**src/rtl/spis_shifter.sv**
```systemverilog
//------------------------------------------------------------------------------
// Module   : spis_shifter
// Brief    : SPI slave shifter. SCLK/SS_n/MOSI are oversampled in the system
//            clock domain. Supports CPOL/CPHA modes 0-3 with framing-error and
//            overrun reporting. Define SPIS_LSB_FIRST_EN for LSB-first shifting.
// Revision : 1.0 - initial release
//------------------------------------------------------------------------------
`default_nettype none

module spis_shifter #(
  parameter int DATA_SIZE   = 16,
  parameter int SYNC_STAGES = 2
) (
  input  logic                 i_sys_clk,
  input  logic                 i_sys_rst,
  input  logic                 i_sclk,
  input  logic                 i_ss_n,
  input  logic                 i_mosi,
  output logic                 o_miso,
  input  logic                 i_cpol,
  input  logic                 i_cpha,
  input  logic [DATA_SIZE-1:0] i_tx_data,
  input  logic                 i_tx_load,
  output logic                 o_tx_ready,
  output logic [DATA_SIZE-1:0] o_rx_data,
  output logic                 o_rx_valid,
  input  logic                 i_rx_ack,
  output logic                 o_overrun,
  output logic                 o_frame_err,
  output logic                 o_busy
);

  localparam int                 c_CNT_W    = $clog2(DATA_SIZE + 1);
  localparam logic [c_CNT_W-1:0] c_LAST_BIT = c_CNT_W'(DATA_SIZE - 1);
  localparam logic [c_CNT_W-1:0] c_CNT_ONE  = c_CNT_W'(1);

  typedef enum logic [1:0] {
    ST_IDLE     = 2'd0,
    ST_ACTIVE   = 2'd1,
    ST_COMPLETE = 2'd2
  } state_t;

  state_t r_state;
  state_t w_state_next;

  logic [SYNC_STAGES-1:0] r_sclk_sync;
  logic [SYNC_STAGES-1:0] r_ss_n_sync;
  logic [SYNC_STAGES-1:0] r_mosi_sync;
  logic                   r_sclk_d;
  logic                   r_ss_n_d;

  logic w_sclk_s;
  logic w_ss_n_s;
  logic w_mosi_s;
  logic w_sclk_rise;
  logic w_sclk_fall;
  logic w_lead_edge;
  logic w_trail_edge;
  logic w_sample_edge;
  logic w_shift_edge;
  logic w_ss_fall;
  logic w_ss_rise;

  logic w_start;
  logic w_sample_en;
  logic w_shift_en;
  logic w_complete;
  logic w_frame_err;

  logic [c_CNT_W-1:0]   r_bit_cnt;
  // Only DATA_SIZE-1 bits are held; the final bit is merged straight into w_rx_next.
  logic [DATA_SIZE-2:0] r_rx_shift;
  logic [DATA_SIZE-1:0] w_rx_next;
  logic [DATA_SIZE-1:0] r_tx_shift;
  logic [DATA_SIZE-1:0] w_tx_shifted;
  logic                 w_tx_bit;
  logic [DATA_SIZE-1:0] r_tx_buf;
  logic                 r_tx_full;
  logic [DATA_SIZE-1:0] r_rx_data;
  logic                 r_rx_valid;
  logic                 r_overrun;
  logic                 r_frame_err;

  always_ff @(posedge i_sys_clk or posedge i_sys_rst) begin
    if (i_sys_rst) begin
      r_sclk_sync <= '0;
      r_ss_n_sync <= '1;
      r_mosi_sync <= '0;
      r_sclk_d    <= 1'b0;
      r_ss_n_d    <= 1'b1;
    end else begin
      r_sclk_sync <= {r_sclk_sync[SYNC_STAGES-2:0], i_sclk};
      r_ss_n_sync <= {r_ss_n_sync[SYNC_STAGES-2:0], i_ss_n};
      r_mosi_sync <= {r_mosi_sync[SYNC_STAGES-2:0], i_mosi};
      r_sclk_d    <= w_sclk_s;
      r_ss_n_d    <= w_ss_n_s;
    end
  end

  assign w_sclk_s = r_sclk_sync[SYNC_STAGES-1];
  assign w_ss_n_s = r_ss_n_sync[SYNC_STAGES-1];
  assign w_mosi_s = r_mosi_sync[SYNC_STAGES-1];

  assign w_sclk_rise   = w_sclk_s & ~r_sclk_d;
  assign w_sclk_fall   = ~w_sclk_s & r_sclk_d;
  assign w_lead_edge   = i_cpol ? w_sclk_fall : w_sclk_rise;
  assign w_trail_edge  = i_cpol ? w_sclk_rise : w_sclk_fall;
  assign w_sample_edge = i_cpha ? w_trail_edge : w_lead_edge;
  assign w_shift_edge  = i_cpha ? w_lead_edge : w_trail_edge;
  assign w_ss_fall     = r_ss_n_d & ~w_ss_n_s;
  assign w_ss_rise     = ~r_ss_n_d & w_ss_n_s;

`ifdef SPIS_LSB_FIRST_EN
  assign w_rx_next    = {w_mosi_s, r_rx_shift};
  assign w_tx_shifted = {1'b0, r_tx_shift[DATA_SIZE-1:1]};
  assign w_tx_bit     = r_tx_shift[0];
`else
  assign w_rx_next    = {r_rx_shift, w_mosi_s};
  assign w_tx_shifted = {r_tx_shift[DATA_SIZE-2:0], 1'b0};
  assign w_tx_bit     = r_tx_shift[DATA_SIZE-1];
`endif

  always_ff @(posedge i_sys_clk or posedge i_sys_rst) begin
    if (i_sys_rst) begin
      r_state <= ST_IDLE;
    end else begin
      r_state <= w_state_next;
    end
  end

  always_comb begin
    w_state_next = r_state;
    w_start      = 1'b0;
    w_sample_en  = 1'b0;
    w_shift_en   = 1'b0;
    w_complete   = 1'b0;
    w_frame_err  = 1'b0;
    case (r_state)
      ST_IDLE: begin
        if (w_ss_fall) begin
          w_state_next = ST_ACTIVE;
          w_start      = 1'b1;
        end
      end
      ST_ACTIVE: begin
        if (w_sample_edge) begin
          w_sample_en = 1'b1;
          if (r_bit_cnt == c_LAST_BIT) begin
            w_complete = 1'b1;
          end
        end
        if (w_shift_edge && (r_bit_cnt != '0)) begin
          w_shift_en = 1'b1;
        end
        // A final sample coinciding with SS_n rising still completes the word.
        if (w_complete) begin
          w_state_next = w_ss_rise ? ST_IDLE : ST_COMPLETE;
        end else if (w_ss_rise) begin
          w_state_next = ST_IDLE;
          w_frame_err  = (r_bit_cnt != '0);
        end
      end
      ST_COMPLETE: begin
        if (w_ss_rise) begin
          w_state_next = ST_IDLE;
        end
      end
      default: begin
        w_state_next = ST_IDLE;
      end
    endcase
  end

  always_ff @(posedge i_sys_clk or posedge i_sys_rst) begin
    if (i_sys_rst) begin
      r_bit_cnt  <= '0;
      r_rx_shift <= '0;
      r_tx_shift <= '0;
    end else begin
      if (w_start) begin
        r_bit_cnt  <= '0;
        r_rx_shift <= '0;
        r_tx_shift <= r_tx_full ? r_tx_buf : '0;
      end else begin
        if (w_sample_en) begin
          r_bit_cnt <= r_bit_cnt + c_CNT_ONE;
`ifdef SPIS_LSB_FIRST_EN
          r_rx_shift <= w_rx_next[DATA_SIZE-1:1];
`else
          r_rx_shift <= w_rx_next[DATA_SIZE-2:0];
`endif
        end
        if (w_shift_en) begin
          r_tx_shift <= w_tx_shifted;
        end
      end
    end
  end

  // Frame start empties the buffer; a load in that same cycle refills it for the next frame.
  always_ff @(posedge i_sys_clk or posedge i_sys_rst) begin
    if (i_sys_rst) begin
      r_tx_buf  <= '0;
      r_tx_full <= 1'b0;
    end else begin
      if (w_start) begin
        r_tx_full <= 1'b0;
      end
      if (i_tx_load && !r_tx_full) begin
        r_tx_buf  <= i_tx_data;
        r_tx_full <= 1'b1;
      end
    end
  end

  always_ff @(posedge i_sys_clk or posedge i_sys_rst) begin
    if (i_sys_rst) begin
      r_rx_data   <= '0;
      r_rx_valid  <= 1'b0;
      r_overrun   <= 1'b0;
      r_frame_err <= 1'b0;
    end else begin
      r_overrun   <= 1'b0;
      r_frame_err <= w_frame_err;
      if (w_complete) begin
        r_rx_data  <= w_rx_next;
        r_rx_valid <= 1'b1;
        r_overrun  <= r_rx_valid & ~i_rx_ack;
      end else if (i_rx_ack) begin
        r_rx_valid <= 1'b0;
      end
    end
  end

  assign o_miso      = (r_state != ST_IDLE) & w_tx_bit;
  assign o_tx_ready  = ~r_tx_full;
  assign o_rx_data   = r_rx_data;
  assign o_rx_valid  = r_rx_valid;
  assign o_overrun   = r_overrun;
  assign o_frame_err = r_frame_err;
  assign o_busy      = (r_state != ST_IDLE);

endmodule

`default_nettype wire
```
**config.mk**
```make
export PLATFORM = sky130hd
export DESIGN_NAME = spis_shifter
export DESIGN_NICKNAME = d
export VERILOG_FILES = /design/src/rtl/spis_shifter.sv
export SDC_FILE = /design/constraint.sdc
export NUM_CORES = 1
export LEC_CHECK = 0
export BUFFER_PORTS_ARGS = -buffer_cell sky130_fd_sc_hd__buf_2
export CAP_MARGIN = 20
export CORE_ASPECT_RATIO = 0.75
export CORE_MARGIN = 8
export CORE_UTILIZATION = 50
export CTS_BUF_LIST = sky130_fd_sc_hd__clkbuf_8
export DETAILED_ROUTE_END_ITERATION = 12
export GPL_ROUTABILITY_DRIVEN = 0
export PLACE_DENSITY = 0.83
export SLEW_MARGIN = 20
export SYNTH_ARGS = -nofsm -noshare
export SYNTH_HDL_FRONTEND = slang
export SYNTH_SLANG_ARGS = --single-unit
```
**constraint.sdc**
```tcl
create_clock -name i_sys_clk -period 6.9 [get_ports i_sys_clk]
set_clock_uncertainty 0.1 [all_clocks]
set_input_delay 0.69 -clock i_sys_clk [delete_from_list [all_inputs] [get_ports i_sys_clk]]
set_output_delay 0.69 -clock i_sys_clk [all_outputs]
set_load 0.01 [all_outputs]
```
# == Word-level counts from Yosys, hierarchy flattened ==
# Cells that the tools add are included.
# totals
mem_bits_ro,0
ram_bits,0
out_inout_bits,22
reg_bits,82
n_memories,0
latchBits,0
in_bits,25
# classes
n_reduce_logical,10
n_div,0
add_sub_neg,1
n_bitwise,12
order_cmp,0
mul,0
mux,34
eq_ne,4
n_shift,0
# ops
op,n
16-bit two-way mux,3
15-bit two-way mux,2
1-bit two-way mux,22
5-bit two-way mux,2
2-bit nonzero test,5
2-bit two-way mux,4
1-bit bitwise AND,6
1-bit NOT,6
2-bit case mux with 3 select lines,1
5-bit by 1-bit adder with 5-bit output (second input constant),1
5-bit by 4-bit equality test with 1-bit output (second input constant),1
5-bit nonzero test,1
2-bit by 1-bit equality test with 1-bit output (second input constant),1
2-bit equality test (second input constant),1
1-bit logical AND,2
2-bit zero test,1
2-bit != test (second input constant),1
1-bit zero test,1

# == Logic depth before layout (Yosys ltp) ==
# depth
ltp_word,9
depth_mapped,8
ltp_nobuf,6

# == Least setup slack after synthesis ==
# No wires, ideal clock.
# synth_timing
path_type,input -> register
startpoint,input i_cpol
endpoint,register r_rx_data[0] (netlist: o_rx_data[0])
path_slack_ns,4.757
path_stages,6
arrival_time_ns,1.918
required_ns,6.675
setup_ns,0.125
cell_sequence,xnor2_4 > mux2_4 > buf_8 > nand2_8 > buf_12 > mux2_4
# synth_via
elab_chain_len,5
# synth_rtl
element,line_no,text
from (decl),20,"input logic i_cpol,"
"1-bit two-way mux, on equally long branches","106, 107",
1-bit two-way mux (*),108,assign w_sample_edge = i_cpha ? w_trail_edge : w_lead_edge;
1-bit two-way mux (*),146,if (w_sample_edge) begin
1-bit two-way mux (*) (2 in a row),138,case (r_state)
to (signal assigned),226,r_rx_data <= w_rx_next;
to (decl),79,logic [DATA_SIZE-1:0] r_rx_data;
# Every way passes the cells marked *; elsewhere a longest branch is shown, timed or not. The select of a mux whose other input is x is not followed.
# A chain may end at the register's enable or synchronous reset.

# == Worst setup path after layout ==
# layout_timing
startpoint,register r_state[1]
endpoint,register r_tx_shift[12]
# layout_via
elab_chain_len,3
# layout_rtl
element,line_no,text
from (decl),43,state_t r_state;
from (signal assigned),127,r_state <= w_state_next;
2-bit by 1-bit equality test with 1-bit output or 2-bit zero test (tied branches),138,
1-bit two-way mux,138,
2-bit nonzero test (no line) or 16-bit two-way mux (tied branches),-,
to (signal assigned),183,r_tx_shift <= r_tx_full ? r_tx_buf : '0;
to (signal assigned),194,r_tx_shift <= w_tx_shifted;
to (decl),74,logic [DATA_SIZE-1:0] r_tx_shift;
# Parallel ways exist; a longest one is shown, timed or not.

==> flow_summary_export.csv <==
group,metric,value,unit
yosys,syn_inst,284,
cts,cts_tree,"done",
critical_path,critical-path-max-stage-delay,0.54,ns
floorplanning,coreArea,0.00677,sq mm
cells_and_area,nets,357,
timing,fin_ws,4.50,ns
cts,post_cts_resized,0,
yosys,syn_avg_cell_area,12.2,sq um
timing,rsz0062_at_grt,"no",
power,powerDensity,346,mW/mm^2
cells_and_area,fill_cells,553,
yosys,ys_seq_area_share,59.2,%
global_route,grt_max_degree,83,
place,place_ws,4.48,ns
critical_path,slowest_stage,"or4b_1",
floorplanning,num_rows,26,
outcome,status,"finished, final reports clean",
routing,drt_iter0_drc,140,
cts,postCtsHoldBufs,0,
timing,fin_tns_setup,0,ns
critical_path,crit_fanout,48,
cts,clk_pin_slew,0.08,ns
critical_path,worstSetupStartpointType,"flop",
cts,clk_latency,0.35,ns
timing,maxSlewViolCount,0,
timing,hold_violations,0,
yosys,ys_top_cells_by_area,"dfrtp_1, mux2_2, nand2_1",
global_route,grt_pass1_wl,11.4,mm
critical_path,crit_arrival,2.57,ns
routing,post_drt_via_cell_ratio,5.51,
global_route,antenna_found_initial,0,
cells_and_area,antennaDiodeCount,0,
floorplanning,die_area,0.00989,sq mm
critical_path,crit_chain,"or4b_1 -> buf_4 -> nor2_2 -> a22oi_1 -> a21oi_1",
cts,root_buffer,"clkbuf_8",
cells_and_area,final_layout_size_suffix_gt1_share,33.8,%
critical_path,r2r_slack,4.50,ns
cells_and_area,area_delta_synth_final,15.9,%
critical_path,crit_family,"simple AND/OR/NAND/NOR gates",
yosys,ys_types,40,
yosys,syn_nets,312,
yosys,synth_area_leader_cell,"dfrtp_1",
yosys,yosysWarnings,0,
cts,htreeDepth,3,
routing,wl_per_cell,15.7,um
cts,cts_num_sinks,82,
yosys,synth_top_area_share,57.0,%
job,maxCapViolCount,0,
timing,setup_viol,0,
timing,worstMarginPinSlew,0.633,ns
routing,dr_total_vias,2302,
routing,drt-total-wl,6.55,mm
routing,drc,0,
routing,ant_nets,0,
global_route,grt_usage,14.4,%
critical_path,worst-setup-path-type,"reg2reg",
cts,cts_setup_buffers,0,
timing,fmax,417,MHz
timing,period_share,34.8,%
place,port_buffers,46,
critical_path,cp_num_buf_inv,1,
floorplanning,pin_count,47,
global_route,gr-total-overflow,0,
cells_and_area,multi_input_area,0.00129,sq mm
worst_hold_path,min_path_type,"in2async",
cells_and_area,regArea,0.00206,sq mm
power,p_leak,0.00190,uW
global_route,grt_pass1_vias,2362,
routing,drt_pass1_iterations,4,
yosys,ys_ff_latch,82,
floorplanning,die_y,88.1,um
yosys,synth_area,0.00347,sq mm
cts,numCtsBuffers,9,
timing,slew_headroom,57.6,%
critical_path,cp_data_required_time,7.07,ns
timing,fin_crit,2.40,ns
floorplanning,start_util,51.3,%
critical_path,end_kind,"flop",
floorplanning,die_w,112,um
place,hpwlAfterDp,4.32,mm
power,irDropWorstVdd,0.000237,V
cts,clk_path_buf_depth,2,
==> registers in the layout (all words and copies together), names as in the netlist, 2 cells and up <==
| signal | count |
|---|---|
| r_rx_shift | 15 |
| r_sclk_sync | 2 |
| r_mosi_sync | 2 |
| r_state | 2 |
| o_rx_data | 16 |
| r_bit_cnt | 5 |
| r_ss_n_sync | 2 |
| r_tx_buf | 16 |
| r_tx_shift | 16 |
==> worst paths after layout <==
check                                    start              to  cells past startpoint
worst max register to register      r_state[1]  r_tx_shift[12]                      5
max in group asynchronous            i_sys_rst  r_ss_n_sync[0]                      4
worst max-delay path                r_state[1]  r_tx_shift[12]                      5
worst min-delay path                 i_sys_rst    o_rx_data[1]                      3
min in group i_sys_clk          r_sclk_sync[0]  r_sclk_sync[1]                      0
worst min register to register  r_sclk_sync[0]  r_sclk_sync[1]                      0
==> worst register-to-register path, stage by stage (launching register included) <==
cell     delay, ns
dfrtp_1       0.48
or4b_1        0.54
buf_4         0.29
nor2_2        0.53
a22oi_1       0.17
a21oi_1       0.21
==> synthesized netlist by cell type, drive strengths merged <==
cell    count
inv         5
dfstp       3
and3        2
buf        10
clkbuf      6
a21o        1
dfrtp      79
nor4bb      2
mux2       34
nor3b       2
nand2b      4
a31oi       1
nor3        7
a31o        1
xnor2       1
nand2      43
nand4       1
ha          3
a22oi       7
or3b        1
a21oi       9
a32oi       7
or4b        1
nor2b       2
o21ai      18
a21bo       1
and2        1
nand3      22
mux2i       5
nor4b       1
nor2        3
or2         1
==> layer usage <==
layer / up-vias / track usage (%) / part of all wire (%)
met3: 14 / 6.13 / 6.1
met2: 58 / 23.5 / 49
met5: - / 0 / 0
met1: 1141 / 16.9 / 43
li1: 1089 / - / -
met4: 0 / 5.24 / 1.8
==> power by group <==
group | internal (uW) | switching (uW)
logic | 139 | 134
registers | 595 | 79.2
clock network | 277 | 169
==> logic make-up (layout without fill, tap and decap cells) <==
family	Yosys count	after routing	share of synthesized area (%)
AND/OR/NAND/NOR	93	93	13.6
flip-flops	82	82	59.3
AO/OA/AOI/OAI	45	45	8.11
multiplexers	39	39	13.7
buffers and inverters	21	71	3.43
adder cells (fa/ha/maj)	3	3	1.08
XOR/XNOR	1	1	0.793
==> area by class of cell <==
cell class / count / share of cell area (%)
repair buffers: 50 / 6.97
clock buffers: 9 / 3.08
inverters: 5 / 0.498
flip-flops and latches: 82 / 51.1
well taps: 84 / 2.61
multi-input cells: 181 / 32.2
clock inverters: 7 / 3.52
==> cell usage in the layout, fill, tap and decap left out, drive strengths merged, types with 2 or more instances in the layout <==
cell / instances
inv: 4
a22oi: 7
nand2: 43
nor3: 7
clkinv: 3
mux2i: 5
bufinv: 4
nor2: 3
ha: 3
nor4bb: 2
dfrtp: 79
nor3b: 2
nand2b: 4
clkbuf: 9
and3: 2
dfstp: 3
a32oi: 7
mux2: 34
a21oi: 9
buf: 50
nand3: 22
nor2b: 2
o21ai: 18
==> metrics by stage <==
step	util, %	power [uW]	instances	area, sq um	hold slack [ns]
2_1_floorplan	-	879	284	3470	0.231
3_3_place_gp	55.1	932	401	3730	0.238
3_5_place_dp	55.1	953	401	3730	0.249
4_1_cts	59.0	1400	417	3990	0.261
5_1_grt	59.4	1470	418	4020	0.257
6_report	59.4	1390	418	4020	0.253
No activity file was read; power rests on OpenSTA's default activity.
